===== src/rtl/alu_issue_ctrl.sv =====
// Initiator-side ALU issue controller: accepts R-type commands, drives the ALU, returns its result.
// Optional macro ALU_ILLEGAL_TRAP_EN: unsupported funct answered at once with rsp_illegal, ALU untouched.
module alu_issue_ctrl #(
   parameter int unsigned SETTLE_CYCLES  = 1,
   parameter logic [3:0]  ILLEGAL_OPCODE = 4'b1111,
   localparam int unsigned DATA_W  = 32,
   localparam int unsigned FUNCT_W = 6,
   localparam int unsigned OP_W    = 4
) (
   input  logic               clk,
   input  logic               reset_n,
   input  logic               cmd_valid,
   output logic               cmd_ready,
   input  logic [FUNCT_W-1:0] cmd_funct,
   input  logic [DATA_W-1:0]  cmd_rs,
   input  logic [DATA_W-1:0]  cmd_rt,
   output logic [DATA_W-1:0]  alu_rs,
   output logic [DATA_W-1:0]  alu_rt,
   output logic [OP_W-1:0]    alu_opcode,
   input  logic [DATA_W-1:0]  alu_data_out,
   input  logic               alu_zero,
   output logic               rsp_valid,
   input  logic               rsp_ready,
   output logic [DATA_W-1:0]  rsp_data,
   output logic               rsp_zero,
   output logic               rsp_illegal,
   output logic               busy
);

   localparam int unsigned CNT_W = 4;
   localparam logic [CNT_W-1:0]   CNT_LOAD  = CNT_W'(SETTLE_CYCLES - 1);
   localparam logic [FUNCT_W-1:0] FUNCT_ADD = 6'h20;
   localparam logic [FUNCT_W-1:0] FUNCT_SUB = 6'h22;
   localparam logic [FUNCT_W-1:0] FUNCT_MUL = 6'h18;
   localparam logic [OP_W-1:0]    OP_ADD    = 4'b0000;
   localparam logic [OP_W-1:0]    OP_SUB    = 4'b0001;
   localparam logic [OP_W-1:0]    OP_MUL    = 4'b0010;

   typedef enum logic [1:0] {S_IDLE = 2'd0, S_EXEC = 2'd1, S_RESP = 2'd2} state_e;

   state_e              state_q, state_d;
   logic [CNT_W-1:0]    cnt_q, cnt_d;
   logic [DATA_W-1:0]   alu_rs_q, alu_rs_d, alu_rt_q, alu_rt_d;
   logic [OP_W-1:0]     alu_op_q, alu_op_d;
   logic                rsp_valid_q, rsp_valid_d;
   logic [DATA_W-1:0]   rsp_data_q, rsp_data_d;
   logic                rsp_zero_q, rsp_zero_d;
   logic                cmd_ready_q, cmd_ready_d;
   logic                busy_q, busy_d;
   logic [OP_W-1:0]     dec_op_c;
   logic                accept_c;
   logic                trap_c;

   // funct -> ALU opcode
   always_comb begin
      dec_op_c = ILLEGAL_OPCODE;
      case (cmd_funct)
         FUNCT_ADD: dec_op_c = OP_ADD;
         FUNCT_SUB: dec_op_c = OP_SUB;
         FUNCT_MUL: dec_op_c = OP_MUL;
         default:   dec_op_c = ILLEGAL_OPCODE;
      endcase
   end

   assign accept_c = cmd_valid && (state_q == S_IDLE);

`ifdef ALU_ILLEGAL_TRAP_EN
   logic rsp_ill_q, rsp_ill_d;

   assign trap_c = accept_c && (cmd_funct != FUNCT_ADD) && (cmd_funct != FUNCT_SUB)
                   && (cmd_funct != FUNCT_MUL);

   always_ff @(posedge clk or negedge reset_n) begin
      if (!reset_n) rsp_ill_q <= 1'b0;
      else          rsp_ill_q <= rsp_ill_d;
   end

   // Flag follows the response payload: set on a trap, cleared on any ALU capture
   always_comb begin
      rsp_ill_d = rsp_ill_q;
      if (trap_c)                                      rsp_ill_d = 1'b1;
      else if ((state_q == S_EXEC) && (cnt_q == '0))   rsp_ill_d = 1'b0;
   end

   assign rsp_illegal = rsp_ill_q;
`else
   assign trap_c      = 1'b0;
   assign rsp_illegal = 1'b0;
`endif

   // State and datapath registers
   always_ff @(posedge clk or negedge reset_n) begin
      if (!reset_n) begin
         state_q     <= S_IDLE;
         cnt_q       <= '0;
         alu_rs_q    <= '0;
         alu_rt_q    <= '0;
         alu_op_q    <= ILLEGAL_OPCODE;
         rsp_valid_q <= 1'b0;
         rsp_data_q  <= '0;
         rsp_zero_q  <= 1'b0;
         cmd_ready_q <= 1'b1;
         busy_q      <= 1'b0;
      end else begin
         state_q     <= state_d;
         cnt_q       <= cnt_d;
         alu_rs_q    <= alu_rs_d;
         alu_rt_q    <= alu_rt_d;
         alu_op_q    <= alu_op_d;
         rsp_valid_q <= rsp_valid_d;
         rsp_data_q  <= rsp_data_d;
         rsp_zero_q  <= rsp_zero_d;
         cmd_ready_q <= cmd_ready_d;
         busy_q      <= busy_d;
      end
   end

   // Next-state logic
   always_comb begin
      state_d = state_q;
      case (state_q)
         S_IDLE: begin
            if (trap_c)        state_d = S_RESP;
            else if (accept_c) state_d = S_EXEC;
         end
         S_EXEC:  if (cnt_q == '0) state_d = S_RESP;
         S_RESP:  if (rsp_ready)   state_d = S_IDLE;
         default: state_d = S_IDLE;
      endcase
   end

   // Output / datapath next values; ALU operands change only on a non-trapped accept
   always_comb begin
      cnt_d       = cnt_q;
      alu_rs_d    = alu_rs_q;
      alu_rt_d    = alu_rt_q;
      alu_op_d    = alu_op_q;
      rsp_valid_d = rsp_valid_q;
      rsp_data_d  = rsp_data_q;
      rsp_zero_d  = rsp_zero_q;
      cmd_ready_d = (state_d == S_IDLE);
      busy_d      = (state_d != S_IDLE);
      case (state_q)
         S_IDLE: begin
            if (trap_c) begin
               rsp_valid_d = 1'b1;
               rsp_data_d  = '0;
               rsp_zero_d  = 1'b0;
            end else if (accept_c) begin
               alu_rs_d = cmd_rs;
               alu_rt_d = cmd_rt;
               alu_op_d = dec_op_c;
               cnt_d    = CNT_LOAD;
            end
         end
         S_EXEC: begin
            if (cnt_q != '0) begin
               cnt_d = cnt_q - CNT_W'(1);
            end else begin
               rsp_data_d  = alu_data_out;
               rsp_zero_d  = (alu_op_q == OP_SUB) && alu_zero;
               rsp_valid_d = 1'b1;
            end
         end
         S_RESP:  if (rsp_ready) rsp_valid_d = 1'b0;
         default: ;
      endcase
   end

   assign cmd_ready  = cmd_ready_q;
   assign busy       = busy_q;
   assign alu_rs     = alu_rs_q;
   assign alu_rt     = alu_rt_q;
   assign alu_opcode = alu_op_q;
   assign rsp_valid  = rsp_valid_q;
   assign rsp_data   = rsp_data_q;
   assign rsp_zero   = rsp_zero_q;

endmodule


===== config.mk =====
export PLATFORM = sky130hd
export DESIGN_NAME = alu_issue_ctrl
export DESIGN_NICKNAME = d
export VERILOG_FILES = /design/src/rtl/alu_issue_ctrl.sv
export SDC_FILE = /design/constraint.sdc
export NUM_CORES = 1
export LEC_CHECK = 0
export ABC_AREA = 1
export ABC_CLOCK_PERIOD_IN_PS = 2800
export CORE_UTILIZATION = 43
export CTS_BUF_LIST = sky130_fd_sc_hd__clkbuf_16
export CTS_CLUSTER_SIZE = 20
export DETAILED_ROUTE_END_ITERATION = 10
export GPL_TIMING_DRIVEN = 1
export PLACE_DENSITY = 0.89
export SLEW_MARGIN = 0
export SYNTH_ARGS = -nofsm -noshare
export SYNTH_HDL_FRONTEND = slang
export SYNTH_SLANG_ARGS = --single-unit
export TNS_END_PERCENT = 100

===== constraint.sdc =====
create_clock -name clk -period 2.8 [get_ports clk]
set_input_delay 0.28 -clock clk [delete_from_list [all_inputs] [get_ports clk]]
set_output_delay 0.28 -clock clk [all_outputs]
set_load 0.02 [all_outputs]

Yosys cells after proc, flatten, opt, wreduce, memory -nomap -nowiden:

Index checks and enable logic that the tools add are counted.

* $add $sub $neg: 1
* equal/unequal tests: 10
* mux-type cells: 11
* bitwise logic cells: 1
* reductions and logical operators: 13

Operator list (count)
* 6-bit equality test, second input constant: 2
* 4-bit one-hot mux with 3 select lines: 1
* 4-bit two-way mux: 2
* 2-bit != test, second input constant: 4
* 4-bit one-hot mux with 2 select lines: 1
* 6-bit by 5-bit equality test with 1-bit output, second input constant: 1
* 2-bit two-way mux: 3
* 2-bit one-hot mux with 3 select lines: 1
* 3-bit AND reduction: 2
* 2-bit nonzero test: 3
* 4-bit by 1-bit equality test with 1-bit output, second input constant: 1
* 2-bit logical NOT: 2
* 4-bit logical NOT: 1
* 2-bit AND reduction: 2
* 4-bit nonzero test: 1
* 4-bit by 1-bit subtractor with 4-bit output, second input constant: 1
* 2-bit by 1-bit equality test with 1-bit output, second input constant: 1
* 2-bit equality test, second input constant: 1
* 1-bit logical AND: 2
* 1-bit two-way mux: 2
* 1-bit one-hot mux with 2 select lines: 1
* 1-bit NOT: 1

* flip-flop bits (word level): 110
* input bits: 107

Longest topological paths before layout:

Gate-level depths: netlist of the first run.

* depth in word-level cells: 5
* gate-level depth with buffers: 8

Worst setup path before layout of the first run:

Ideal clock, no wire load.

* path type: register -> register
* start point: register cnt_q[0]
* end point: register busy_q (netlist: busy)
* setup time: 119 ps
* arrival time: 1098 ps
* required time: 2681 ps
* path slack: 1584 ps
* cell stages (with the launch flop): 8
* buffers on the path: 0
* period minus slack after synthesis: 1216 ps
* cells stage by stage: dfrtp_1 > inv_1 > ha_1 > nand2_1 > nand2_1 > nand2_1 > nor2_1 > inv_1

* longest elaborated chain between the ends: 4

Ends and longest elaborated chain
* from (decl): RTL line 42 `logic [CNT_W-1:0] cnt_q, cnt_d;`
* from (signal assigned): RTL line 106 `cnt_q <= cnt_d;`
* 4-bit logical NOT: RTL line 126 `S_EXEC: if (cnt_q == '0) state_d = S_RESP;`
* 2-bit two-way mux: RTL line 126
* 2-bit one-hot mux with 3 select lines: RTL line 121 `case (state_q)`
* net state_d[0]: RTL line 41 `state_e state_q, state_d;`
* 2-bit nonzero test: RTL line 142 `busy_d = (state_d != S_IDLE);`
* net busy_d: RTL line 49 `logic busy_q, busy_d;`
* to (signal assigned): RTL line 114 `busy_q <= busy_d;`
* to (decl): RTL line 49

The timed path passes the listed nets, and every way through them passes these cells.
A chain may end at the register's enable or synchronous reset.

Worst setup path in the final report of the first run:

* start point: register cnt_q[0]
* end point: register rsp_data_q[18] (netlist: rsp_data[18])

* longest elaborated chain between the ends: 3

Ends and longest elaborated chain
* 4-bit nonzero test: RTL line 157 `if (cnt_q != '0) begin`
* 1-bit NOT (no line)
* 2-bit AND reduction (no line)
* to (signal assigned): RTL line 111 `rsp_data_q <= rsp_data_d;`
* to (decl): RTL line 46 `logic [DATA_W-1:0] rsp_data_q, rsp_data_d;`

No other way between the ends.

==> results of run 1 <==
-- logic make-up after synthesis --
family,after synthesis
AO/OA/AOI/OAI,7
other,1
buffers and inverters,34
flip-flops,109
adder cells (fa/ha/maj),2
XOR/XNOR,1
AND/OR/NAND/NOR,331
-- layout make-up --
cell class	count	area, µm²
clock buffer	9	225
clock inverter	7	72.6
fill	753	2970
inverter	12	45.0
multi-input combinational	342	1360
sequential	109	2730
tap	133	166
timing repair buffer	214	2160
-- report_power, final --
part / switching (mW) / internal, mW
Combinational: 2.19 / 1.77
Sequential: 0.441 / 2.36
Clock: 0.560 / 0.697
Total: 3.19 / 4.83
-- layout by cell type (no fill, tap or decap), drive strengths merged --
cell type / count
conb: 1
nand2: 311
a21oi: 1
clkdlybuf4s50: 209
nand4: 1
dfrtp: 105
bufinv: 1
dfstp: 4
o21ai: 5
buf: 4
xor2: 1
o22ai: 1
clkbuf: 9
dlygate4sd3: 1
inv: 14
nor2: 11
ha: 2
nand3: 8
clkinvlp: 2
clkinv: 2
-- registers in the layout, indices dropped and copies added (netlist names) --
| name | count |
|---|---|
| alu_opcode | 3 |
| cnt_q | 4 |
| busy | 1 |
| alu_rt | 32 |
| cmd_ready | 1 |
| state_q | 2 |
| rsp_valid | 1 |
| alu_rs | 32 |
| rsp_data | 32 |
| rsp_zero | 1 |
-- worst max path at each step --
| stage | start | endpoint | slack [ns] |
|---|---|---|---|
| floorplan | cnt_q[0] | busy | 1.58 |
| global placement | cmd_valid | cnt_q[3] | 0.84 |
| detailed placement | cmd_valid | cnt_q[3] | 0.78 |
| CTS | cnt_q[0] | rsp_data[18] | 0.82 |
| global route | cnt_q[0] | rsp_data[29] | 0.69 |
| finish | cnt_q[0] | rsp_data[18] | 0.85 |
-- per-stage QoR --
step | util (%) | power, mW
final | 69.5 | 8.02
after global routing | 69.5 | 8.53
after CTS | 69.5 | 8.10
after detailed placement | 66.3 | 6.80
after global placement | 66.3 | 6.65
after floorplan | - | 4.87
-- tightest hold or removal path, stage by stage, from the launching register on --
cell     delay [ns]
dfrtp_1        0.34
nand2_1        0.05
nand2_1        0.05
-- per-layer routing --
metal  share of wire (%)  routed length [µm]  vias to the layer above
met5                   0                   0                        -
met4                0.65                  71                        0
met3                 7.1                 770                        6
met2                  52                5650                      130
met1                  40                4380                     1793
li1                    -                   -                     1857
-- repair_timing --
| item | CTS | global route |
|---|---|---|
| endpoints found under the setup margin | 0 | 0 |
| hold endpoints to repair | 45 | 0 |
| hold buffers | 1 | 0 |
==> run_results.csv, run 1 <==
group,metric,value,unit
status,status,"completed",
floorplan,die-width,102,µm
logic_synthesis,synth.most_common_cell,"nand2_1",
routing,avgRoutedWirePerCell,13.2,µm
grt,grt_pass1_vias,3695,
logic_synthesis,synthFlopType,"dfrtp_1",
timing,worst_pin_slew,0.681,ns
logic_synthesis,netlist_area,4290,µm²
logic_synthesis,synth_nets,594,
grt,antenna_found_initial,0,
logic_synthesis,synth.top_cell.area_share,61.2,%
place,gp_congestion,0.744,
logic_synthesis,synth-edff-count,0,
timing,setup_tns,0,ns
final_layout,layout-drive-gt1-share,4.47,%
logic_synthesis,avgSynthCellArea,8.85,µm²
floorplan,dieArea,10400,µm²
worst_setup_path,worstPathCellList,"inv_1 -> ha_1 -> nand3_4 -> inv_2 -> nand2_1 -> nand2_1",
timing,whs,0.470,ns
place,dpl-instance-area,6450,µm²
worst_setup_path,ff2ff_setup_slack,0.85,ns
worst_setup_path,critPathTopFamily,"buffers and inverters",
logic_synthesis,synthCells,485,
logic_synthesis,synth-simple-area-share,29.9,%
timing,setup_viol,0,
logic_synthesis,synth_xor_area_share,0.204,%
floorplan,core,9730,µm²
floorplan,num_rows,36,
place,placed_cells,809,
logic_synthesis,synth_top_family_by_area,"simple AND/OR/NAND/NOR gates",
worst_setup_path,crit_path_frequent_cell,"nand2_1",
logic_synthesis,synth_compound_area_share,0.845,%
final_layout,nets,797,
floorplan,start_util,44.1,%
logic_synthesis,ys_ff_latch,109,
final_layout,areaGrowthSynthToFinish,57.4,%
pwr,p_per_area,1190,nW/µm²
routing,avgViaCountPerCell,4.58,
logic_synthesis,synth-seq-area-share,63.6,%
timing,setup_ws,0.854,ns
cts,clock_sinks,109,
routing,drt_iter0_drc,123,
cts,post_cts_buffers,0,
timing,post-route-period-util,69.5,%
worst_setup_path,cp_slowest_cell,"inv_2",
cts,clockBufferDepth,2,
logic_synthesis,async_reset_ff_share,100,%
cts,cts-root-buf,"clkbuf_16",
worst_setup_path,cp_data_arrival_time,2.22,ns
pwr,power.leakage,3.32,nW
worst_setup_path,cp_num_cells,6,
worst_setup_path,critPathCaptureType,"flip-flop",
final_layout,antennaDiodeCount,0,
routing,ant_nets,0,
logic_synthesis,synthTopCellsByArea,"dfrtp_1 61%, nand2_1 27%, dfstp_2 2.4%, buf_4 1.6%, buf_2 1.0%",
worst_hold_path,min-delay-path-class,"reg2reg",
grt,busiest_layer,"met2",
logic_synthesis,muxShareOfSynthArea,0,%
grt,grt_pass1_wl,17000,µm
worst_setup_path,path_max_fanout,37,
floorplan,die_h,102,µm
routing,firstDrtPassIters,4,
run,drv_cap,0,
grt,use_met2,37.3,%
place,dp_hpwl,7720,µm
worst_setup_path,cp_slowest_stage_delay,0.55,ns
grt,grt_use_total,21.0,%
grt,met3_usage,5.54,%
worst_setup_path,worstSetupPathType,"reg2reg",
timing,clock.fmax,514,MHz
logic_synthesis,synth_top_area_cell,"dfrtp_1",
pwr,ir_drop,0.623,mV
timing,rsz0062_at_grt,"false",
worst_setup_path,timing.rr.start,"cnt_q[0]",
worst_setup_path,cp-start-kind,"flip-flop",
routing,drc_errors,0,
final_layout,fin_cells,826,
cts,clk_latency,0.34,ns
routing,vias,3786,
cts,ctsResizeCount,0,
logic_synthesis,synth.distinct_cells,20,
place,portBuffers,210,
cts,htree_levels,3,
cts,cts_made_buffers,9,
place,pre_cts_ws,0.779,ns
cts,path_clk_slew,0.07,ns
cts,cts_tree,"yes",
worst_setup_path,worst-path-buf-inv,2,
worst_setup_path,rr_worst_depth,6,
routing,drt_wl_total,10900,µm
logic_synthesis,yosys_warnings,0,
timing,period_minus_slack,1.95,ns
logic_synthesis,synth_fa_ha_area_share,0.583,%
worst_hold_path,hold_depth,2,
timing,hold_viol_final,0,
worst_hold_path,min_from,"alu_rt[18]",
timing,clock_skew,0.00708,ns
worst_hold_path,hold_end,"alu_rt[18]",
worst_setup_path,required,3.08,ns
timing,relSlewSlack,54.6,%
worst_setup_path,r2r_end,"rsp_data[18]",
logic_synthesis,synth_top_cells_by_count,"311 x nand2_1, 105 x dfrtp_1, 9 x buf_2, 9 x buf_4, 9 x inv_1",
timing,drv_slew,0,
grt,grt_overflow,0,
floorplan,io_pins,212,
grt,grt_max_degree,69,
final_layout,design_area,6760,µm²
grt,grt_use_met1,24.9,%
Note: power is estimated with default switching activity, not from simulation.
==> run 2: changes to the inputs <==
--- a/config.mk
+++ b/config.mk
@@ -6,13 +6,13 @@
 export NUM_CORES = 1
 export LEC_CHECK = 0
 export ABC_AREA = 1
-export ABC_CLOCK_PERIOD_IN_PS = 2800
-export CORE_UTILIZATION = 43
+export ABC_CLOCK_PERIOD_IN_PS = 2000
+export CORE_UTILIZATION = 40
 export CTS_BUF_LIST = sky130_fd_sc_hd__clkbuf_16
 export CTS_CLUSTER_SIZE = 20
 export DETAILED_ROUTE_END_ITERATION = 10
 export GPL_TIMING_DRIVEN = 1
-export PLACE_DENSITY = 0.89
+export PLACE_DENSITY = 0.84
 export SLEW_MARGIN = 0
 export SYNTH_ARGS = -nofsm -noshare
 export SYNTH_HDL_FRONTEND = slang
==> constraint.sdc (replaced) <==
create_clock -name clk -period 2 [get_ports clk]
set_input_delay 0.2 -clock clk [delete_from_list [all_inputs] [get_ports clk]]
set_output_delay 0.2 -clock clk [all_outputs]
set_load 0.02 [all_outputs]
==> run 2 against run 1 <==
  * Critical path depth fell by 5
  * Combinational power rose by 41%
  * Global-route usage fell by 0.074 points
  * Sequential share of layout area fell by 0.067 points
  * Die area rose by 7.4%
  * Clock power rose by 29%
  * Register-to-register slack got worse by 0.45 ns
  * Setup slack got worse by 0.57 ns
  * Non-clock buffer count rose by 2
  * Critical endpoint is now alu_opcode[1]
==> run_results.csv, run 2 (synthesis results as in run 1) <==
group,metric,value,unit
timing,whs,0.322,ns
run,drv_cap,0,
floorplan,num_rows,37,
timing,worst_pin_slew,0.516,ns
worst_setup_path,ff2ff_setup_slack,0.40,ns
cts,clock_sinks,109,
cts,ctsResizeCount,0,
worst_setup_path,cp-start-kind,"flip-flop",
routing,met1_length,4780,µm
floorplan,io_pins,212,
place,pre_cts_ws,0.378,ns
routing,top_layer_used,"met4",
place,dp_hpwl,8060,µm
timing,clock.fmax,584,MHz
worst_setup_path,cp_slowest_cell,"clkdlybuf4s50_1",
timing,post-route-period-util,85.7,%
worst_setup_path,required,1.80,ns
worst_setup_path,critPathCaptureType,"output pin",
grt,antenna_found_initial,0,
final_layout,layout-drive-gt1-share,4.60,%
worst_setup_path,path_max_fanout,3,
pwr,p_per_area,1640,nW/µm²
grt,grt_max_degree,69,
timing,setup_tns,0,ns
routing,met3_length,669,µm
worst_setup_path,cp_data_arrival_time,1.51,ns
cts,clockBufferDepth,2,
worst_setup_path,worstPathCellList,"clkdlybuf4s50_1",
routing,avgViaCountPerCell,4.59,
timing,setup_viol,0,
cts,cts-root-buf,"clkbuf_16",
routing,firstDrtPassIters,4,
worst_setup_path,cp_num_cells,1,
floorplan,die_h,106,µm
worst_setup_path,rr_worst_depth,7,
timing,rsz0062_at_grt,"false",
worst_setup_path,worst-path-buf-inv,1,
worst_hold_path,min-delay-path-class,"in2async",
grt,grt_use_total,21.0,%
floorplan,start_util,41.4,%
routing,avgRoutedWirePerCell,13.3,µm
grt,grt_pass1_wl,18500,µm
timing,setup_ws,0.287,ns
routing,vias,3813,
floorplan,core,10400,µm²
routing,ant_nets,0,
routing,met2_length,5410,µm
final_layout,multiInputGateArea,1360,µm²
cts,htree_levels,3,
grt,grt_overflow,0,
cts,clk_latency,0.34,ns
timing,relSlewSlack,65.5,%
routing,drt_iter0_drc,272,
cts,path_clk_slew,0.07,ns
status,status,"completed",
final_layout,nets,799,
worst_setup_path,cp_slowest_stage_delay,0.64,ns
worst_setup_path,r2r_end,"busy",
worst_setup_path,timing.rr.start,"cnt_q[0]",
timing,period_minus_slack,1.71,ns
routing,drt_wl_total,11000,µm
final_layout,areaGrowthSynthToFinish,57.6,%
timing,hold_viol_final,0,
final_layout,fillers,833,
worst_setup_path,critPathTopFamily,"buffers and inverters",
worst_setup_path,worstSetupPathType,"reg2out",
place,portBuffers,210,
final_layout,mostFrequentLayoutCell,"nand2_1",
timing,drv_slew,0,
grt,grt_pass1_vias,3919,
routing,drc_errors,0,
floorplan,dieArea,11200,µm²
worst_setup_path,critPathCapture,"alu_opcode[1]",
floorplan,die-width,106,µm
pwr,power.leakage,3.32,nW
cts,cts_made_buffers,9,
final_layout,antennaDiodeCount,0,
timing,clock_skew,0.00930,ns
worst_setup_path,crit_start,"alu_opcode[1]",
final_layout,layout_common_cells,"311 x nand2_1, 209 x clkdlybuf4s50_1, 105 x dfrtp_1",
final_layout,seqCellArea,2730,µm²
pwr,ir_drop,0.797,mV
cts,cts_tree,"yes",
place,gp_congestion,0.795,
-- run 2: cell count changes in the layout (fill, tap and decap cells not counted), sizes merged --
cell | previous run | this run
buf | 4 | 6
bufinv | 1 | 0
clkinv | 2 | 4
clkinvlp | 2 | 3
inv | 14 | 12
-- run 2: worst min path at each step --
stage          slack (ns)          end  cells after the start
2_1_floorplan        -0.1    alu_rs[0]                      0
3_3_place_gp         0.14  rsp_data[7]                      1
3_5_place_dp         0.14    alu_rs[5]                      1
4_1_cts              0.32         busy                      2
5_1_grt              0.36  rsp_data[4]                      2
6_report             0.32     cnt_q[3]                      2
-- run 2: power by group --
part	leakage (nW)	switching (mW)	internal, mW
logic	1.85	3.07	2.51
clock network	0.125	0.777	0.846
registers	1.34	0.619	3.30
total	3.32	4.47	6.65
-- run 2: what timing repair did --
item                      CTS  global route
buffers inserted            0             0
hold buffers                1             0
hold endpoints to repair   26             0
-- run 2: final cells by class --
type	count	area share [%]
clock buffer	9	3.33
clock inverter	7	0.776
inverter	12	0.665
multi-input combinational	342	20.1
sequential	109	40.4
tap	136	2.51
timing repair buffer	216	32.3
-- run 2: per-stage QoR --
step,power (mW),utilization [%],cell area [µm²],instances
after floorplan,6.82,-,4290,485
after global placement,9.36,62.5,6480,814
after detailed placement,9.56,62.5,6480,814
after CTS,11.2,65.3,6770,831
after global routing,11.8,65.3,6770,831
final,11.1,65.3,6770,831
-- run 2: routing by layer --
layer  up-vias  global-route usage (%)
met5         -                       0
met4         0                    6.94
met3        16                    3.71
met2       152                    36.8
met1      1782                    26.2
li1       1863                       -
==> run 3: changes to the inputs <==
--- a/config.mk
+++ b/config.mk
@@ -7,12 +7,12 @@
 export LEC_CHECK = 0
 export ABC_AREA = 1
 export ABC_CLOCK_PERIOD_IN_PS = 2000
-export CORE_UTILIZATION = 40
+export CORE_UTILIZATION = 30
 export CTS_BUF_LIST = sky130_fd_sc_hd__clkbuf_16
 export CTS_CLUSTER_SIZE = 20
 export DETAILED_ROUTE_END_ITERATION = 10
 export GPL_TIMING_DRIVEN = 1
-export PLACE_DENSITY = 0.84
+export PLACE_DENSITY = 0.67
 export SLEW_MARGIN = 0
 export SYNTH_ARGS = -nofsm -noshare
 export SYNTH_HDL_FRONTEND = slang
==> run 3 against run 2 <==
  * Total power increased by 0.36%
  * Sequential share of layout area decreased by 0.41 points
  * Via count decreased by 0.10%
  * Non-clock buffer count increased by 3
  * Final cell count increased by 5.7%
  * Combinational power decreased by 0.7%
  * Register-to-register slack got worse by 0.10 ns
  * Cell area increased by 1.0%
==> run_results.csv, run 3 (synthesis results as in run 1) <==
group,metric,value,unit
status,status,"completed",
grt,antenna_found_initial,0,
cts,postCtsHoldBufs,1,
final_layout,nets,802,
place,gp_congestion,0.753,
routing,avgViaCountPerCell,4.34,
timing,clock.fmax,580,MHz
worst_setup_path,worst-path-buf-inv,1,
cts,clockBufferDepth,2,
routing,drt_wl_total,11300,µm
worst_setup_path,required,1.80,ns
grt,grt_use_total,15.8,%
routing,avgRoutedWirePerCell,12.9,µm
timing,clock_skew,0.00629,ns
grt,grt_max_degree,67,
worst_setup_path,critPathCaptureType,"output pin",
grt,grt_pass1_wl,18100,µm
worst_setup_path,cp_slowest_stage_delay,0.61,ns
cts,cts-root-buf,"clkbuf_16",
floorplan,core,13900,µm²
routing,ant_nets,0,
final_layout,seqCellArea,2730,µm²
floorplan,start_util,30.8,%
place,dp_hpwl,8190,µm
grt,grt_pass1_vias,3754,
grt,grt_overflow,0,
pwr,ir_drop,0.710,mV
timing,hold_viol_final,0,
worst_setup_path,crit_start,"alu_opcode[2]",
cts,htree_levels,3,
final_layout,layout_common_cells,"311 x nand2_1, 209 x clkdlybuf4s50_1, 105 x dfrtp_1",
worst_setup_path,cp_slowest_cell,"clkdlybuf4s50_1",
worst_setup_path,worstPathCellList,"clkdlybuf4s50_1",
floorplan,num_rows,43,
floorplan,dieArea,14800,µm²
run,drv_cap,0,
final_layout,areaGrowthSynthToFinish,59.2,%
final_layout,layout-drive-gt1-share,5.16,%
worst_setup_path,cp-start-kind,"flip-flop",
final_layout,fillers,1270,
worst_setup_path,critPathTopFamily,"buffers and inverters",
worst_hold_path,min-delay-path-class,"in2async",
cts,ctsResizeCount,0,
timing,relSlewSlack,66.4,%
routing,firstDrtPassIters,4,
routing,vias,3809,
cts,clock_sinks,109,
timing,worst_pin_slew,0.504,ns
place,portBuffers,210,
timing,period_minus_slack,1.73,ns
worst_setup_path,cp_data_arrival_time,1.53,ns
timing,drv_slew,0,
cts,post_cts_buffers,0,
worst_setup_path,timing.rr.start,"cnt_q[0]",
cts,path_clk_slew,0.08,ns
pwr,p_per_area,1630,nW/µm²
cts,cts_made_buffers,9,
timing,setup_viol,0,
pwr,power.leakage,3.34,nW
final_layout,multiInputGateArea,1360,µm²
timing,whs,0.339,ns
worst_setup_path,worstSetupPathType,"reg2out",
final_layout,mostFrequentLayoutCell,"nand2_1",
cts,clk_latency,0.35,ns
worst_setup_path,path_max_fanout,4,
final_layout,antennaDiodeCount,0,
pwr,p_total,11.2,mW
timing,post-route-period-util,86.3,%
timing,rsz0062_at_grt,"false",
timing,setup_tns,0,ns
routing,drt_iter0_drc,181,
floorplan,die-width,122,µm
floorplan,io_pins,212,
routing,drc_errors,0,
floorplan,die_h,122,µm
cts,cts_tree,"yes",
-- run 3: layout make-up --
cell class / instances / share of cell area, %
Clock buffer: 9 / 3.29
Clock inverter: 7 / 0.823
Inverter: 12 / 0.659
Multi-Input combinational cell: 342 / 19.9
Sequential cell: 109 / 40.0
Tap cell: 180 / 3.29
Timing Repair Buffer: 219 / 32.1
-- run 3: final timing paths --
kind / slack, ns / depth (start not counted) / endpoint
setup / recovery: 0.27 / 1 / alu_opcode[2]
hold / removal: 0.34 / 2 / alu_rs[2]
setup reg to reg: 0.30 / 6 / rsp_data[4]
hold reg to reg: 0.47 / 2 / alu_rs[21]
max in group asynchronous: 0.96 / 3 / alu_opcode[0]
min in group clk: 0.38 / 3 / alu_rs[23]
-- run 3: routing by layer --
layer	up-vias	track usage (%)	routed length (µm)
met5	-	0	0
met4	0	6.64	223
met3	17	4.49	855
met2	148	25.4	5490
met1	1773	19.8	4750
li1	1871	-	-
-- run 3: where the power goes --
group / switching (mW) / leakage (nW) / internal, mW
registers: 0.626 / 1.34 / 3.30
logic: 3.03 / 1.86 / 2.51
clock network: 0.838 / 0.137 / 0.863
total: 4.49 / 3.34 / 6.67
-- run 3: metrics by stage --
| step | cell area, µm² | util, % | std cells | setup slack [ns] |
|---|---|---|---|---|
| 6_report | 6840 | 49.1 | 878 | 0.275 |
| 5_1_grt | 6840 | 49.1 | 878 | 0.118 |
| 4_1_cts | 6840 | 49.1 | 878 | 0.260 |
| 3_5_place_dp | 6550 | 47.0 | 861 | 0.318 |
| 3_3_place_gp | 6550 | 47.0 | 861 | 0.392 |
| 2_1_floorplan | 4290 | - | 485 | 0.784 |
